### src/rtl/led_scan_sequencer_if.sv
// rtl/led_scan_sequencer_if.sv - control/status bundle between CSR logic, scan sequencer and LED decoder
interface led_scan_sequencer_if #(
    parameter int DWELL_W = 8
);
    logic               start;
    logic               stop;
    logic [7:0]         mask;
    logic [DWELL_W-1:0] dwell;
    logic               loop;
    logic [2:0]         switch;
    logic [2:0]         enable;
    logic [7:0]         led;
    logic               busy;
    logic               done;
    logic               wrap;

    modport master (
        output start, stop, mask, dwell, loop,
        input  switch, enable, led, busy, done, wrap
    );

    modport slave (
        input  start, stop, mask, dwell, loop,
        output switch, enable, led, busy, done, wrap
    );
endinterface

### src/rtl/led_scan_sequencer.sv
// rtl/led_scan_sequencer.sv - walks masked LED channels with programmable dwell, one-shot or looping
module led_scan_sequencer #(
    parameter int DWELL_W = 8
) (
    input  logic               clk,
    input  logic               rst,
    led_scan_sequencer_if.slave bus
);
    typedef enum logic [0:0] {IDLE, SCAN} state_t;

    state_t             state_q, state_d;
    logic [7:0]         mask_l_q, mask_l_d;
    logic [DWELL_W-1:0] dwell_l_q, dwell_l_d;
    logic               loop_l_q, loop_l_d;
    logic [2:0]         cur_q, cur_d;
    logic [DWELL_W-1:0] cnt_q, cnt_d;

    logic [2:0]         switch_q, switch_d;
    logic [2:0]         enable_q, enable_d;
    logic [7:0]         led_q, led_d;
    logic               busy_q, busy_d;
    logic               done_q, done_d;
    logic               wrap_q, wrap_d;

    logic [7:0]         above_mask;
    logic               has_above;
    logic [2:0]         next_ch;
    logic [2:0]         first_latched;
    logic [2:0]         first_input;

    function automatic logic [2:0] lowest_bit(input logic [7:0] m);
        lowest_bit = 3'd0;
        for (int i = 7; i >= 0; i--) begin
            if (m[i]) lowest_bit = i[2:0];
        end
    endfunction

    // Channels strictly above the current one; an empty result means end of pass.
    always_comb begin
        above_mask    = mask_l_q & (8'hFE << cur_q);
        has_above     = |above_mask;
        next_ch       = lowest_bit(above_mask);
        first_latched = lowest_bit(mask_l_q);
        first_input   = lowest_bit(bus.mask);
    end

    always_comb begin
        state_d   = state_q;
        mask_l_d  = mask_l_q;
        dwell_l_d = dwell_l_q;
        loop_l_d  = loop_l_q;
        cur_d     = cur_q;
        cnt_d     = cnt_q;
        done_d    = 1'b0;
        wrap_d    = 1'b0;

        case (state_q)
            IDLE: begin
                if (bus.start && !bus.stop) begin
                    if (bus.mask != 8'h00) begin
                        mask_l_d  = bus.mask;
                        dwell_l_d = bus.dwell;
                        loop_l_d  = bus.loop;
                        cur_d     = first_input;
                        cnt_d     = '0;
                        state_d   = SCAN;
                    end else begin
                        done_d = 1'b1;
                    end
                end
            end
            SCAN: begin
                if (bus.stop) begin
                    state_d = IDLE;
                end else if (cnt_q == dwell_l_q) begin
                    cnt_d = '0;
                    if (has_above) begin
                        cur_d = next_ch;
                    end else if (loop_l_q) begin
                        cur_d  = first_latched;
                        wrap_d = 1'b1;
                    end else begin
                        state_d = IDLE;
                        done_d  = 1'b1;
                    end
                end else begin
                    cnt_d = cnt_q + DWELL_W'(1);
                end
            end
            default: state_d = IDLE;
        endcase

        // Decoder-facing outputs are derived from the next state so all three move together.
        if (state_d == SCAN) begin
            switch_d = cur_d;
            enable_d = 3'b100;
            led_d    = ~(8'h01 << cur_d);
            busy_d   = 1'b1;
        end else begin
            switch_d = 3'd0;
            enable_d = 3'b000;
            led_d    = 8'hFF;
            busy_d   = 1'b0;
        end
    end

    always_ff @(posedge clk or posedge rst) begin
        if (rst) begin
            state_q   <= IDLE;
            mask_l_q  <= 8'h00;
            dwell_l_q <= '0;
            loop_l_q  <= 1'b0;
            cur_q     <= 3'd0;
            cnt_q     <= '0;
            switch_q  <= 3'd0;
            enable_q  <= 3'b000;
            led_q     <= 8'hFF;
            busy_q    <= 1'b0;
            done_q    <= 1'b0;
            wrap_q    <= 1'b0;
        end else begin
            state_q   <= state_d;
            mask_l_q  <= mask_l_d;
            dwell_l_q <= dwell_l_d;
            loop_l_q  <= loop_l_d;
            cur_q     <= cur_d;
            cnt_q     <= cnt_d;
            switch_q  <= switch_d;
            enable_q  <= enable_d;
            led_q     <= led_d;
            busy_q    <= busy_d;
            done_q    <= done_d;
            wrap_q    <= wrap_d;
        end
    end

    assign bus.switch = switch_q;
    assign bus.enable = enable_q;
    assign bus.led    = led_q;
    assign bus.busy   = busy_q;
    assign bus.done   = done_q;
    assign bus.wrap   = wrap_q;
endmodule
### src/flat_wrapper.sv
// flat-port wrapper written by rule: the top's interface ports become plain ports
module led_scan_sequencer_flat 
#(
    parameter int DWELL_W = 8
)
  (clk, rst, bus_start, bus_stop, bus_mask, bus_dwell, bus_loop, bus_switch, bus_enable, bus_led, bus_busy, bus_done, bus_wrap);
  led_scan_sequencer_if #(.DWELL_W(DWELL_W)) bus_i ();
  input  logic clk;
  input  logic rst;
  input wire logic [$bits(bus_i.start)-1:0] bus_start;
  input wire logic [$bits(bus_i.stop)-1:0] bus_stop;
  input wire logic [$bits(bus_i.mask)-1:0] bus_mask;
  input wire logic [$bits(bus_i.dwell)-1:0] bus_dwell;
  input wire logic [$bits(bus_i.loop)-1:0] bus_loop;
  output wire logic [$bits(bus_i.switch)-1:0] bus_switch;
  output wire logic [$bits(bus_i.enable)-1:0] bus_enable;
  output wire logic [$bits(bus_i.led)-1:0] bus_led;
  output wire logic [$bits(bus_i.busy)-1:0] bus_busy;
  output wire logic [$bits(bus_i.done)-1:0] bus_done;
  output wire logic [$bits(bus_i.wrap)-1:0] bus_wrap;
  assign bus_i.start = bus_start;
  assign bus_i.stop = bus_stop;
  assign bus_i.mask = bus_mask;
  assign bus_i.dwell = bus_dwell;
  assign bus_i.loop = bus_loop;
  assign bus_switch = bus_i.switch;
  assign bus_enable = bus_i.enable;
  assign bus_led = bus_i.led;
  assign bus_busy = bus_i.busy;
  assign bus_done = bus_i.done;
  assign bus_wrap = bus_i.wrap;
  led_scan_sequencer #(.DWELL_W(DWELL_W)) u_core (.clk(clk), .rst(rst), .bus(bus_i));
endmodule
### config.mk
export PLATFORM = sky130hd
export DESIGN_NAME = led_scan_sequencer_flat
export DESIGN_NICKNAME = d
export VERILOG_FILES = /design/src/rtl/led_scan_sequencer_if.sv /design/src/rtl/led_scan_sequencer.sv /design/src/flat_wrapper.sv
export SDC_FILE = /design/constraint.sdc
export NUM_CORES = 1
export LEC_CHECK = 0
export ABC_CLOCK_PERIOD_IN_PS = 3600
export BUFFER_PORTS_ARGS = -buffer_cell sky130_fd_sc_hd__buf_4
export CAP_MARGIN = 0
export CELL_PAD_IN_SITES_DETAIL_PLACEMENT = 1
export CELL_PAD_IN_SITES_GLOBAL_PLACEMENT = 2
export CORE_ASPECT_RATIO = 1.5
export CORE_UTILIZATION = 38
export DETAILED_ROUTE_END_ITERATION = 8
export PLACE_DENSITY_LB_ADDON = 0.1
export SYNTH_ARGS = -nofsm -noshare
export SYNTH_HDL_FRONTEND = slang
export SYNTH_SLANG_ARGS = --single-unit
### constraint.sdc
create_clock -name clk -period 3.6 [get_ports clk]
set_clock_uncertainty 0.1 [all_clocks]
set_input_delay 0.54 -clock clk [delete_from_list [all_inputs] [get_ports clk]]
set_output_delay 0.54 -clock clk [all_outputs]
set_load 0.01 [all_outputs]
==> load_flow_metrics.sql, run 1 <==
INSERT INTO impl_metrics (metric_group, metric, value, unit) VALUES
('setup_path', 'path_max_fanout', '10', ''),
('placed_design', 'port_buffers', '35', ''),
('setup_path', 'endpoint', 'u_core.bus.led[5]', ''),
('global_route', 'overflow', '0', ''),
('yosys', 'synth_top_area_cell', 'sky130_fd_sc_hd__dfrtp_1', ''),
('run_status', 'status', 'finished clean', ''),
('clocking', 'cts-buffers-inserted', '5', ''),
('setup_path', 'critical_path_arrival', '2.79', 'ns'),
('yosys', 'dominantRegCellSynth', 'sky130_fd_sc_hd__dfrtp_1', ''),
('power_and_ir_drop', 'internal_power', '1.02', 'mW'),
('sta', 'final-max-slew-violation-count', '0', ''),
('yosys', 'mappedNetlistArea', '0.00228', 'sq mm'),
('clocking', 'clock_latency', '0.29', 'ns'),
('detailed_routing', 'drtAntennaViolNets', '0', ''),
('yosys', 'synth_edf_count', '0', ''),
('setup_path', 'reg2reg_setup_slack', '0.93', 'ns'),
('power_and_ir_drop', 'swShare', '32.8', '%'),
('global_route', 'grt_pass1_wl', '9.69', 'mm'),
('setup_path', 'critical_path.endpoint_type', 'register', ''),
('placed_design', 'postPlaceCellArea', '0.00258', 'sq mm'),
('yosys', 'synth_sequential_area_ratio', '46.5', '%'),
('clocking', 'cts_setup_buffers', '0', ''),
('clocking', 'cts.sink_count', '42', ''),
('floorplan', 'core_area', '0.00579', 'sq mm'),
('sta', 'report.final.hold_viol_count', '0', ''),
('sta', 'setup_viol_count_final', '0', ''),
('yosys', 'syn-instance-count', '231', ''),
('detailed_routing', 'wire_per_inst', '17.0', 'um'),
('yosys', 'synth_top_area_share', '37.3', '%'),
('layout', 'layout.cells.most_common_list', 'sky130_fd_sc_hd__buf_4 (37), sky130_fd_sc_hd__dfrtp_1 (34), sky130_fd_sc_hd__nor2_1 (21)', ''),
('floorplan', 'fp.dieW', '65.3', 'um'),
('setup_path', 'worst_ep_required_time', '3.72', 'ns'),
('layout', 'most_common_cell_after_layout_fill_and_taps_aside', 'sky130_fd_sc_hd__buf_4', ''),
('global_route', 'antenna_found_initial', '0', ''),
('yosys', 'synthesis.area_per_instance', '9.88', 'sq um'),
('power_and_ir_drop', 'cellLeakagePower', '1.15', 'nW'),
('yosys', 'ys_warn_count', '0', ''),
('global_route', 'global_route.usage.total', '20.2', '%'),
('power_and_ir_drop', 'power', '1.52', 'mW'),
('detailed_routing', 'drc_violations_left', '0', ''),
('clocking', 'clock_path_buffers', '2', ''),
('layout', 'finish.utilization', '46.9', '%'),
('hold_path', 'hp-class', 'primary input to asynchronous set/reset pin', ''),
('global_route', 'grt_pass1_vias', '1947', ''),
('setup_path', 'critPathKind', 'register to register', ''),
('yosys', 'netlist_top_cells_area', 'sky130_fd_sc_hd__dfrtp_1 (37%), sky130_fd_sc_hd__dfstp_2 (9.2%), sky130_fd_sc_hd__mux2_2 (7.4%)', ''),
('sta', 'max_slew.worst_pin.slew', '0.574', 'ns'),
('sta', 'final_period_minus_worst_setup_slack', '2.67', 'ns'),
('detailed_routing', 'dr.pass1.iters', '4', ''),
('floorplan', 'pin_count', '38', ''),
('yosys', 'synth_seq_cells', '42', ''),
('power_and_ir_drop', 'power.net_switching', '0.500', 'mW'),
('detailed_routing', 'drt-initial-drc-count', '76', ''),
('floorplan', 'dieArea', '0.00633', 'sq mm'),
('setup_path', 'critical_path.reg2reg.endpoint', 'u_core.bus.led[5]', ''),
('sta', 'relSlewSlack', '61.7', '%'),
('clocking', 'post_cts_resize_count', '0', ''),
('sta', 'worst_hold_slack', '0.290', 'ns'),
('placed_design', 'routabilityCongestion', '0.780', ''),
('detailed_routing', 'num_vias', '1814', ''),
('run', 'drv.max_cap_violation_count', '0', ''),
('yosys', 'synth.lib_cells_used.distinct', '55', ''),
('placed_design', 'place_hpwl', '4.33', 'mm'),
('setup_path', 'crit_path_start_kind', 'register', ''),
('floorplan', 'initial_utilization', '39.4', '%'),
('floorplan', 'die_h', '96.9', 'um'),
('layout', 'area_growth_syn_to_layout', '18.9', '%'),
('detailed_routing', 'via_per_inst', '5.38', ''),
('layout', 'fraction_of_final_layout_cells_sized_beyond_drive_strength_1', '29.1', '%'),
('clocking', 'ctsRootBufferMaster', 'sky130_fd_sc_hd__clkbuf_8', ''),
('layout', 'fin_nets', '286', '');
## layout make-up
| type | instances | area (sq um) |
|---|---|---|
| sequential | 42 | 1060 |
| tap | 72 | 90.1 |
| clock buffer | 5 | 68.8 |
| fill | 682 | 3070 |
| timing repair buffer | 37 | 278 |
| inverter | 12 | 45.0 |
| multi-input combinational | 166 | 1100 |
| clock inverter | 3 | 68.8 |
## worst max-delay path: stages, from the launching register on
cell                      delay, ns
sky130_fd_sc_hd__dfrtp_1       0.52
sky130_fd_sc_hd__inv_1         0.23
sky130_fd_sc_hd__o21ai_0       0.15
sky130_fd_sc_hd__a21oi_1       0.50
sky130_fd_sc_hd__or4_4         0.25
sky130_fd_sc_hd__a31oi_4       0.12
sky130_fd_sc_hd__or3_1         0.39
sky130_fd_sc_hd__or3b_1        0.35
## state kept, by name, summed over array words and instances, names as in the netlist
| name | flops |
|---|---|
| u_core.loop_l_q | 1 |
| u_core.bus.wrap | 1 |
| u_core.bus.switch | 3 |
| u_core.bus.led | 8 |
| u_core.bus.done | 1 |
| u_core.cur_q | 3 |
| u_core.bus.enable | 1 |
| u_core.mask_l_q | 8 |
| u_core.cnt_q | 8 |
| u_core.dwell_l_q | 8 |
## power groups by stage
stage | Sequential, mW | Clock, mW | Combinational [mW]
after floorplan | 0.618 | 0 | 0.352
after global placement | 0.675 | 0 | 0.408
after detailed placement | 0.675 | 0 | 0.415
after CTS | 0.665 | 0.461 | 0.419
after global routing | 0.679 | 0.470 | 0.463
final | 0.666 | 0.447 | 0.412
## metrics by stage
step	instances	setup WS (ns)
final	337	0.929
after global routing	337	0.761
after CTS	337	0.939
after detailed placement	329	0.772
after global placement	329	0.843
after floorplan	232	1.13
## cell families after synthesis
family / count (synthesis) / share of synthesized area, %
other cells: 1 / 0.164
xor+xnor: 8 / 3.07
flops: 42 / 46.5
buf+inv: 24 / 5.37
simple gates: 84 / 18.9
fa+ha+maj: 1 / 0.548
compound gates: 54 / 17.2
mux: 17 / 8.28
## synth_stat cells, types with 4 or more instances
master                     instances
sky130_fd_sc_hd__nor3_1            6
sky130_fd_sc_hd__inv_1            12
sky130_fd_sc_hd__nand2_1          16
sky130_fd_sc_hd__buf_4             4
sky130_fd_sc_hd__dfrtp_1          34
sky130_fd_sc_hd__a21oi_1           7
sky130_fd_sc_hd__nand4_1           5
sky130_fd_sc_hd__nor2_1           21
sky130_fd_sc_hd__clkbuf_1          4
sky130_fd_sc_hd__o21ai_0          18
sky130_fd_sc_hd__xnor2_1           8
sky130_fd_sc_hd__dfstp_2           8
sky130_fd_sc_hd__mux2_2           15
sky130_fd_sc_hd__nand3_1           9
sky130_fd_sc_hd__and3_1            4
sky130_fd_sc_hd__nor2b_1           5
## worst min-delay path by stage
stage | startpoint | to | slack (ns) | cells after the start
2_1_floorplan | u_core.cnt_q[7] | u_core.cnt_q[7] | 0.37 | 1
3_3_place_gp | u_core.dwell_l_q[3] | u_core.dwell_l_q[3] | 0.41 | 1
3_5_place_dp | u_core.dwell_l_q[3] | u_core.dwell_l_q[3] | 0.43 | 1
4_1_cts | rst | u_core.dwell_l_q[7] | 0.31 | 3
5_1_grt | rst | u_core.dwell_l_q[6] | 0.35 | 3
6_report | rst | u_core.dwell_l_q[6] | 0.29 | 3
## per-layer routing
layer	track usage, %	share of wire, %	up-vias	routed length (um)
met5	0	0	-	0
met4	5.52	1.2	0	68
met3	2.95	1.7	5	97
met2	36.8	56	18	3240
met1	23.7	41	904	2340
li1	-	-	887	-
(Power assumes the default switching activity.)
==> run 2: changes to the inputs <==
Settings changed: ABC_CLOCK_PERIOD_IN_PS 3600 to 2550, CORE_UTILIZATION 38 to 35.
Clock period 3.6 ns to 2.55 ns, I/O delays scaled along.
==> load_flow_metrics.sql, run 2 (synthesized netlist as in run 1, its figures left out) <==
INSERT INTO impl_metrics (metric_group, metric, value, unit) VALUES
('run_status', 'status', 'finished clean', ''),
('power_and_ir_drop', 'internal_power', '1.45', 'mW'),
('global_route', 'overflow', '0', ''),
('sta', 'max_freq', '0.405', 'GHz'),
('sta', 'fin_setup_tns', '0', 'ns'),
('sta', 'grt_setup_unrepaired', 'false', ''),
('clocking', 'clock_path_buffers', '2', ''),
('placed_design', 'postPlaceCellArea', '0.00276', 'sq mm'),
('global_route', 'pin_count_of_the_biggest_net_entering_global_routing', '43', ''),
('setup_path', 'timing.critical_path.slowest_stage_cell', 'sky130_fd_sc_hd__dfrtp_1', ''),
('detailed_routing', 'drc_violations_left', '0', ''),
('sta', 'report.final.hold_viol_count', '0', ''),
('sta', 'timing.final.crit_share', '96.8', '%'),
('sta', 'final_period_minus_worst_setup_slack', '2.47', 'ns'),
('detailed_routing', 'drt-initial-drc-count', '79', ''),
('detailed_routing', 'postRouteWirelength', '6.28', 'mm'),
('global_route', 'grt_pass1_wl', '10.4', 'mm'),
('power_and_ir_drop', 'seqPwrFrac', '40.7', '%'),
('power_and_ir_drop', 'power.ir.vdd_worst', '0.417', 'mV'),
('detailed_routing', 'num_vias', '1939', ''),
('sta', 'max_slew.worst_pin.slew', '0.549', 'ns'),
('setup_path', 'path_max_fanout', '6', ''),
('power_and_ir_drop', 'combPwrFrac', '34.1', '%'),
('setup_path', 'critical_path.endpoint_type', 'register', ''),
('clocking', 'htree_levels', '2', ''),
('layout', 'fin_nets', '310', ''),
('placed_design', 'place_hpwl', '4.87', 'mm'),
('setup_path', 'critical_path_arrival', '2.60', 'ns'),
('clocking', 'cts.clk_slew.worst_paths', '0.10', 'ns'),
('floorplan', 'site_rows', '35', ''),
('detailed_routing', 'wire_per_inst', '17.3', 'um'),
('hold_path', 'hp-class', 'primary input to asynchronous set/reset pin', ''),
('clocking', 'clock_tree_from_tritoncts', 'built', ''),
('sta', 'setup_viol_count_final', '0', ''),
('clocking', 'cts-buffers-inserted', '5', ''),
('floorplan', 'die_h', '101', 'um'),
('layout', 'n_fill_cell', '739', ''),
('sta', 'final-max-slew-violation-count', '0', ''),
('floorplan', 'core_area', '0.00622', 'sq mm'),
('power_and_ir_drop', 'swShare', '34.8', '%'),
('layout', 'most_common_cell_after_layout_fill_and_taps_aside', 'sky130_fd_sc_hd__buf_4', ''),
('layout', 'finish.utilization', '46.6', '%'),
('layout', 'final_cells', '363', ''),
('setup_path', 'worst_ep_required_time', '2.68', 'ns'),
('global_route', 'antenna_found_initial', '0', ''),
('setup_path', 'critPathKind', 'register to register', ''),
('layout', 'antenna-diode-count', '0', ''),
('sta', 'worst_hold_slack', '0.134', 'ns'),
('placed_design', 'routabilityCongestion', '0.816', ''),
('setup_path', 'cp_cell_sequence', 'or3b_4, a21oi_2, or2_1, o32ai_2, a22o_1, or3_1, or3b_1', ''),
('layout', 'finish.instance_area', '0.00290', 'sq mm'),
('placed_design', 'port_buffers', '35', ''),
('setup_path', 'crit_path_start_kind', 'register', ''),
('power_and_ir_drop', 'part_of_the_total_power_dissipated_in_the_clock_network', '25.2', '%'),
('floorplan', 'fp.dieW', '67.9', 'um'),
('clocking', 'ctsRootBufferMaster', 'sky130_fd_sc_hd__clkbuf_8', ''),
('detailed_routing', 'via_per_inst', '5.34', ''),
('setup_path', 'cp.buffers_inverters', '0', ''),
('floorplan', 'dieArea', '0.00685', 'sq mm'),
('layout', 'area_growth_syn_to_layout', '26.9', '%'),
('power_and_ir_drop', 'cellLeakagePower', '1.25', 'nW'),
('placed_design', 'dp_slack', '0.0207', 'ns'),
('layout', 'layout.cells.most_common_list', 'sky130_fd_sc_hd__buf_4 (61), sky130_fd_sc_hd__dfrtp_1 (32), sky130_fd_sc_hd__nor2_1 (21)', ''),
('power_and_ir_drop', 'power', '2.23', 'mW'),
('setup_path', 'cpLargestDelayFamily', 'simple AND/OR/NAND/NOR gates', ''),
('clocking', 'cts.sink_count', '42', ''),
('sta', 'relSlewSlack', '63.4', '%'),
('global_route', 'global_route.usage.total', '20.4', '%'),
('detailed_routing', 'dr.pass1.iters', '4', ''),
('detailed_routing', 'drtAntennaViolNets', '0', ''),
('floorplan', 'pin_count', '38', ''),
('layout', 'fraction_of_final_layout_cells_sized_beyond_drive_strength_1', '37.0', '%'),
('global_route', 'grt_pass1_vias', '2145', ''),
('setup_path', 'timing.critical_path.slowest_cell_delay', '0.45', 'ns'),
('sta', 'finalWorstSetupSlack', '0.0812', 'ns'),
('power_and_ir_drop', 'power.net_switching', '0.775', 'mW'),
('power_and_ir_drop', 'pwr_density_cell', '769', 'mW/mm^2'),
('clocking', 'clock_latency', '0.30', 'ns'),
('floorplan', 'initial_utilization', '36.7', '%'),
('run', 'drv.max_cap_violation_count', '0', ''),
('placed_design', 'place.detailed.instances', '355', '');
==> run 2: worst paths after layout <==
check                      cells past startpoint                start  slack, ns              endpoint
max                                            7      u_core.cur_q[0]       0.08     u_core.bus.led[5]
min                                            3                  rst       0.13  u_core.bus.switch[1]
max reg2reg                                    7      u_core.cur_q[0]       0.08     u_core.bus.led[5]
min reg2reg                                    1  u_core.dwell_l_q[7]       0.44   u_core.dwell_l_q[7]
max in group asynchronous                      3                  rst       1.83       u_core.cur_q[1]
min in group clk                               3             bus_loop       0.21       u_core.loop_l_q
==> run 2: layout make-up <==
type / count / area (sq um) / share of cell area, %
repair buffers: 61 / 458 / 15.8
inverters: 12 / 45.0 / 1.56
flip-flops and latches: 42 / 1060 / 36.7
clock inverters: 3 / 48.8 / 1.68
well taps: 74 / 92.6 / 3.20
multi-input cells: 166 / 1120 / 38.7
clock buffers: 5 / 68.8 / 2.38
==> run 2: layer usage <==
| layer | vias up | routed length [um] | track usage [%] |
|---|---|---|---|
| met5 | - | 0 | 0 |
| met4 | 0 | 67 | 4.81 |
| met3 | 5 | 129 | 2.83 |
| met2 | 32 | 3480 | 37.6 |
| met1 | 966 | 2600 | 24.0 |
| li1 | 936 | - | - |
==> run 2: power groups by stage <==
stage	Combinational [mW]	Clock [mW]	Sequential, mW
6_report	0.761	0.562	0.906
5_1_grt	0.840	0.606	0.922
4_1_cts	0.752	0.576	0.903
3_5_place_dp	0.749	0	0.916
3_3_place_gp	0.738	0	0.914
2_1_floorplan	0.496	0	0.872
==> run 2: worst reg2reg max path, cell delays in order (launching register included) <==
cell	delay (ns)
sky130_fd_sc_hd__dfrtp_1	0.45
sky130_fd_sc_hd__or3b_4	0.43
sky130_fd_sc_hd__a21oi_2	0.16
sky130_fd_sc_hd__or2_1	0.25
sky130_fd_sc_hd__o32ai_2	0.15
sky130_fd_sc_hd__a22o_1	0.20
sky130_fd_sc_hd__or3_1	0.31
sky130_fd_sc_hd__or3b_1	0.35
==> run 2: timing repair <==
action,in CTS,in global routing
hold buffers,0,0
setup buffers,0,0
endpoints found under the setup margin,0,9
resized for setup,0,7
==> run 3: changes to the inputs <==
Settings changed: CELL_PAD_IN_SITES_DETAIL_PLACEMENT 1 to not set, CELL_PAD_IN_SITES_GLOBAL_PLACEMENT 2 to not set, CORE_UTILIZATION 35 to 56.
==> load_flow_metrics.sql, run 3 (synthesized netlist as in run 1, its figures left out) <==
INSERT INTO impl_metrics (metric_group, metric, value, unit) VALUES
('sta', 'fin_setup_tns', '0', 'ns'),
('layout', 'finish.instance_area', '0.00279', 'sq mm'),
('power_and_ir_drop', 'swShare', '32.2', '%'),
('power_and_ir_drop', 'combPwrFrac', '32.7', '%'),
('clocking', 'cts-buffers-inserted', '5', ''),
('sta', 'final-max-slew-violation-count', '0', ''),
('power_and_ir_drop', 'power.ir.vdd_worst', '0.677', 'mV'),
('global_route', 'pin_count_of_the_biggest_net_entering_global_routing', '43', ''),
('placed_design', 'place.detailed.instances', '315', ''),
('detailed_routing', 'drtAntennaViolNets', '0', ''),
('setup_path', 'critPathKind', 'register to register', ''),
('clocking', 'clock_tree_from_tritoncts', 'built', ''),
('detailed_routing', 'num_vias', '1896', ''),
('placed_design', 'routabilityCongestion', '0.913', ''),
('clocking', 'hold_buffers', '0', ''),
('layout', 'final_cells', '323', ''),
('power_and_ir_drop', 'power.net_switching', '0.726', 'mW'),
('run', 'drv.max_cap_violation_count', '0', ''),
('floorplan', 'fp.dieW', '54.1', 'um'),
('power_and_ir_drop', 'part_of_the_total_power_dissipated_in_the_clock_network', '28.0', '%'),
('floorplan', 'site_rows', '28', ''),
('detailed_routing', 'postRouteWirelength', '5.23', 'mm'),
('setup_path', 'startpoint', 'u_core.mask_l_q[7]', ''),
('sta', 'max_slew.worst_pin.slew', '0.627', 'ns'),
('layout', 'n_fill_cell', '326', ''),
('detailed_routing', 'drt-initial-drc-count', '29', ''),
('clocking', 'cts.sink_count', '42', ''),
('sta', 'timing.final.crit_share', '94.3', '%'),
('clocking', 'ctsRootBufferMaster', 'sky130_fd_sc_hd__clkbuf_8', ''),
('sta', 'relSlewSlack', '57.1', '%'),
('global_route', 'global_route.usage.total', '27.4', '%'),
('sta', 'report.final.hold_viol_count', '0', ''),
('placed_design', 'port_buffers', '35', ''),
('power_and_ir_drop', 'pwr_density_cell', '807', 'mW/mm^2'),
('setup_path', 'r2r-start', 'u_core.mask_l_q[7]', ''),
('floorplan', 'die_h', '80.2', 'um'),
('global_route', 'overflow', '0', ''),
('detailed_routing', 'drc_violations_left', '0', ''),
('detailed_routing', 'via_per_inst', '5.87', ''),
('placed_design', 'place_hpwl', '3.92', 'mm'),
('power_and_ir_drop', 'internal_power', '1.53', 'mW'),
('setup_path', 'reg2reg_setup_slack', '0.14', 'ns'),
('hold_path', 'hp-class', 'primary input to asynchronous set/reset pin', ''),
('layout', 'fraction_of_final_layout_cells_sized_beyond_drive_strength_1', '33.8', '%'),
('layout', 'antenna-diode-count', '0', ''),
('run_status', 'status', 'finished clean', ''),
('clocking', 'clock_path_buffers', '2', ''),
('global_route', 'grt_pass1_wl', '8.49', 'mm'),
('setup_path', 'critical_path.endpoint_type', 'register', ''),
('sta', 'setup_viol_count_final', '0', ''),
('floorplan', 'pin_count', '38', ''),
('setup_path', 'crit_path_start_kind', 'register', ''),
('layout', 'most_common_cell_after_layout_fill_and_taps_aside', 'sky130_fd_sc_hd__buf_4', ''),
('setup_path', 'path_max_fanout', '6', ''),
('floorplan', 'dieArea', '0.00434', 'sq mm'),
('layout', 'layout.cells.most_common_list', 'sky130_fd_sc_hd__buf_4 (50), sky130_fd_sc_hd__dfrtp_1 (34), sky130_fd_sc_hd__nor2_1 (21)', ''),
('sta', 'grt_setup_unrepaired', 'false', ''),
('power_and_ir_drop', 'cellLeakagePower', '1.22', 'nW'),
('placed_design', 'postPlaceCellArea', '0.00264', 'sq mm'),
('setup_path', 'critical_path_arrival', '2.53', 'ns'),
('detailed_routing', 'wire_per_inst', '16.2', 'um'),
('clocking', 'cts.clk_slew.worst_paths', '0.08', 'ns'),
('layout', 'fin_nets', '299', ''),
('clocking', 'htree_levels', '2', ''),
('global_route', 'grt_pass1_vias', '1854', ''),
('detailed_routing', 'dr.pass1.iters', '4', ''),
('clocking', 'clock_latency', '0.30', 'ns'),
('sta', 'max_freq', '0.416', 'GHz'),
('power_and_ir_drop', 'seqPwrFrac', '39.3', '%'),
('layout', 'area_growth_syn_to_layout', '22.4', '%'),
('sta', 'final_period_minus_worst_setup_slack', '2.41', 'ns'),
('floorplan', 'initial_utilization', '58.2', '%'),
('global_route', 'antenna_found_initial', '0', ''),
('floorplan', 'core_area', '0.00392', 'sq mm'),
('setup_path', 'worst_ep_required_time', '2.68', 'ns');
[run 3: cell type report]
type | count | area [sq um] | share of cell area (%)
Sequential cell | 42 | 1060 | 38.0
Timing Repair Buffer | 50 | 375 | 13.4
Clock buffer | 5 | 68.8 | 2.46
Multi-Input combinational cell | 166 | 1120 | 40.0
Clock inverter | 3 | 68.8 | 2.46
Tap cell | 45 | 56.3 | 2.02
Inverter | 12 | 45.0 | 1.61
[run 3: final timing paths]
check                      depth (start not counted)                    to
max in group asynchronous                          3       u_core.cnt_q[4]
min in group clk                                   3       u_core.loop_l_q
hold reg to reg                                    1       u_core.cnt_q[7]
setup / recovery                                   7     u_core.bus.led[5]
setup reg to reg                                   7     u_core.bus.led[5]
hold / removal                                     3  u_core.bus.switch[0]
[run 3: power groups by stage]
stage / clock network [mW] / registers [mW] / logic [mW]
6_report: 0.631 / 0.886 / 0.737
5_1_grt: 0.665 / 0.901 / 0.814
4_1_cts: 0.635 / 0.886 / 0.715
3_5_place_dp: 0 / 0.898 / 0.710
3_3_place_gp: 0 / 0.897 / 0.705
2_1_floorplan: 0 / 0.872 / 0.496
[run 3: critical path: stages (launching register included)]
cell	delay [ns]
sky130_fd_sc_hd__dfrtp_1	0.49
sky130_fd_sc_hd__nor2b_1	0.22
sky130_fd_sc_hd__o21bai_1	0.08
sky130_fd_sc_hd__a221o_1	0.32
sky130_fd_sc_hd__a211oi_1	0.28
sky130_fd_sc_hd__a311oi_2	0.09
sky130_fd_sc_hd__or3_1	0.40
sky130_fd_sc_hd__or3b_1	0.35
[run 3: what timing repair did]
| action | 4_1_cts | 5_1_grt |
|---|---|---|
| gates resized for setup | 0 | 5 |
| setup buffers | 0 | 0 |
| endpoints found under the setup margin | 0 | 8 |
[run 3: per-layer routing]
metal,vias up,share of wire (%),GRT usage [%]
met1,915,39,32.6
met4,0,2.5,11.3
met2,47,54,46.3
met3,13,3.9,5.11
li1,921,-,-
met5,-,0,0
[run 3: through the flow]
stage | utilization [%] | hold slack [ns] | setup WS (ns) | power [mW]
3_3_place_gp | 67.3 | 0.394 | 0.0614 | 1.60
2_1_floorplan | - | 0.348 | 0.199 | 1.37
4_1_cts | 70.8 | 0.140 | 0.100 | 2.24
3_5_place_dp | 67.3 | 0.398 | 0.0430 | 1.61
5_1_grt | 71.2 | 0.170 | 0.0238 | 2.38
6_report | 71.2 | 0.119 | 0.144 | 2.25
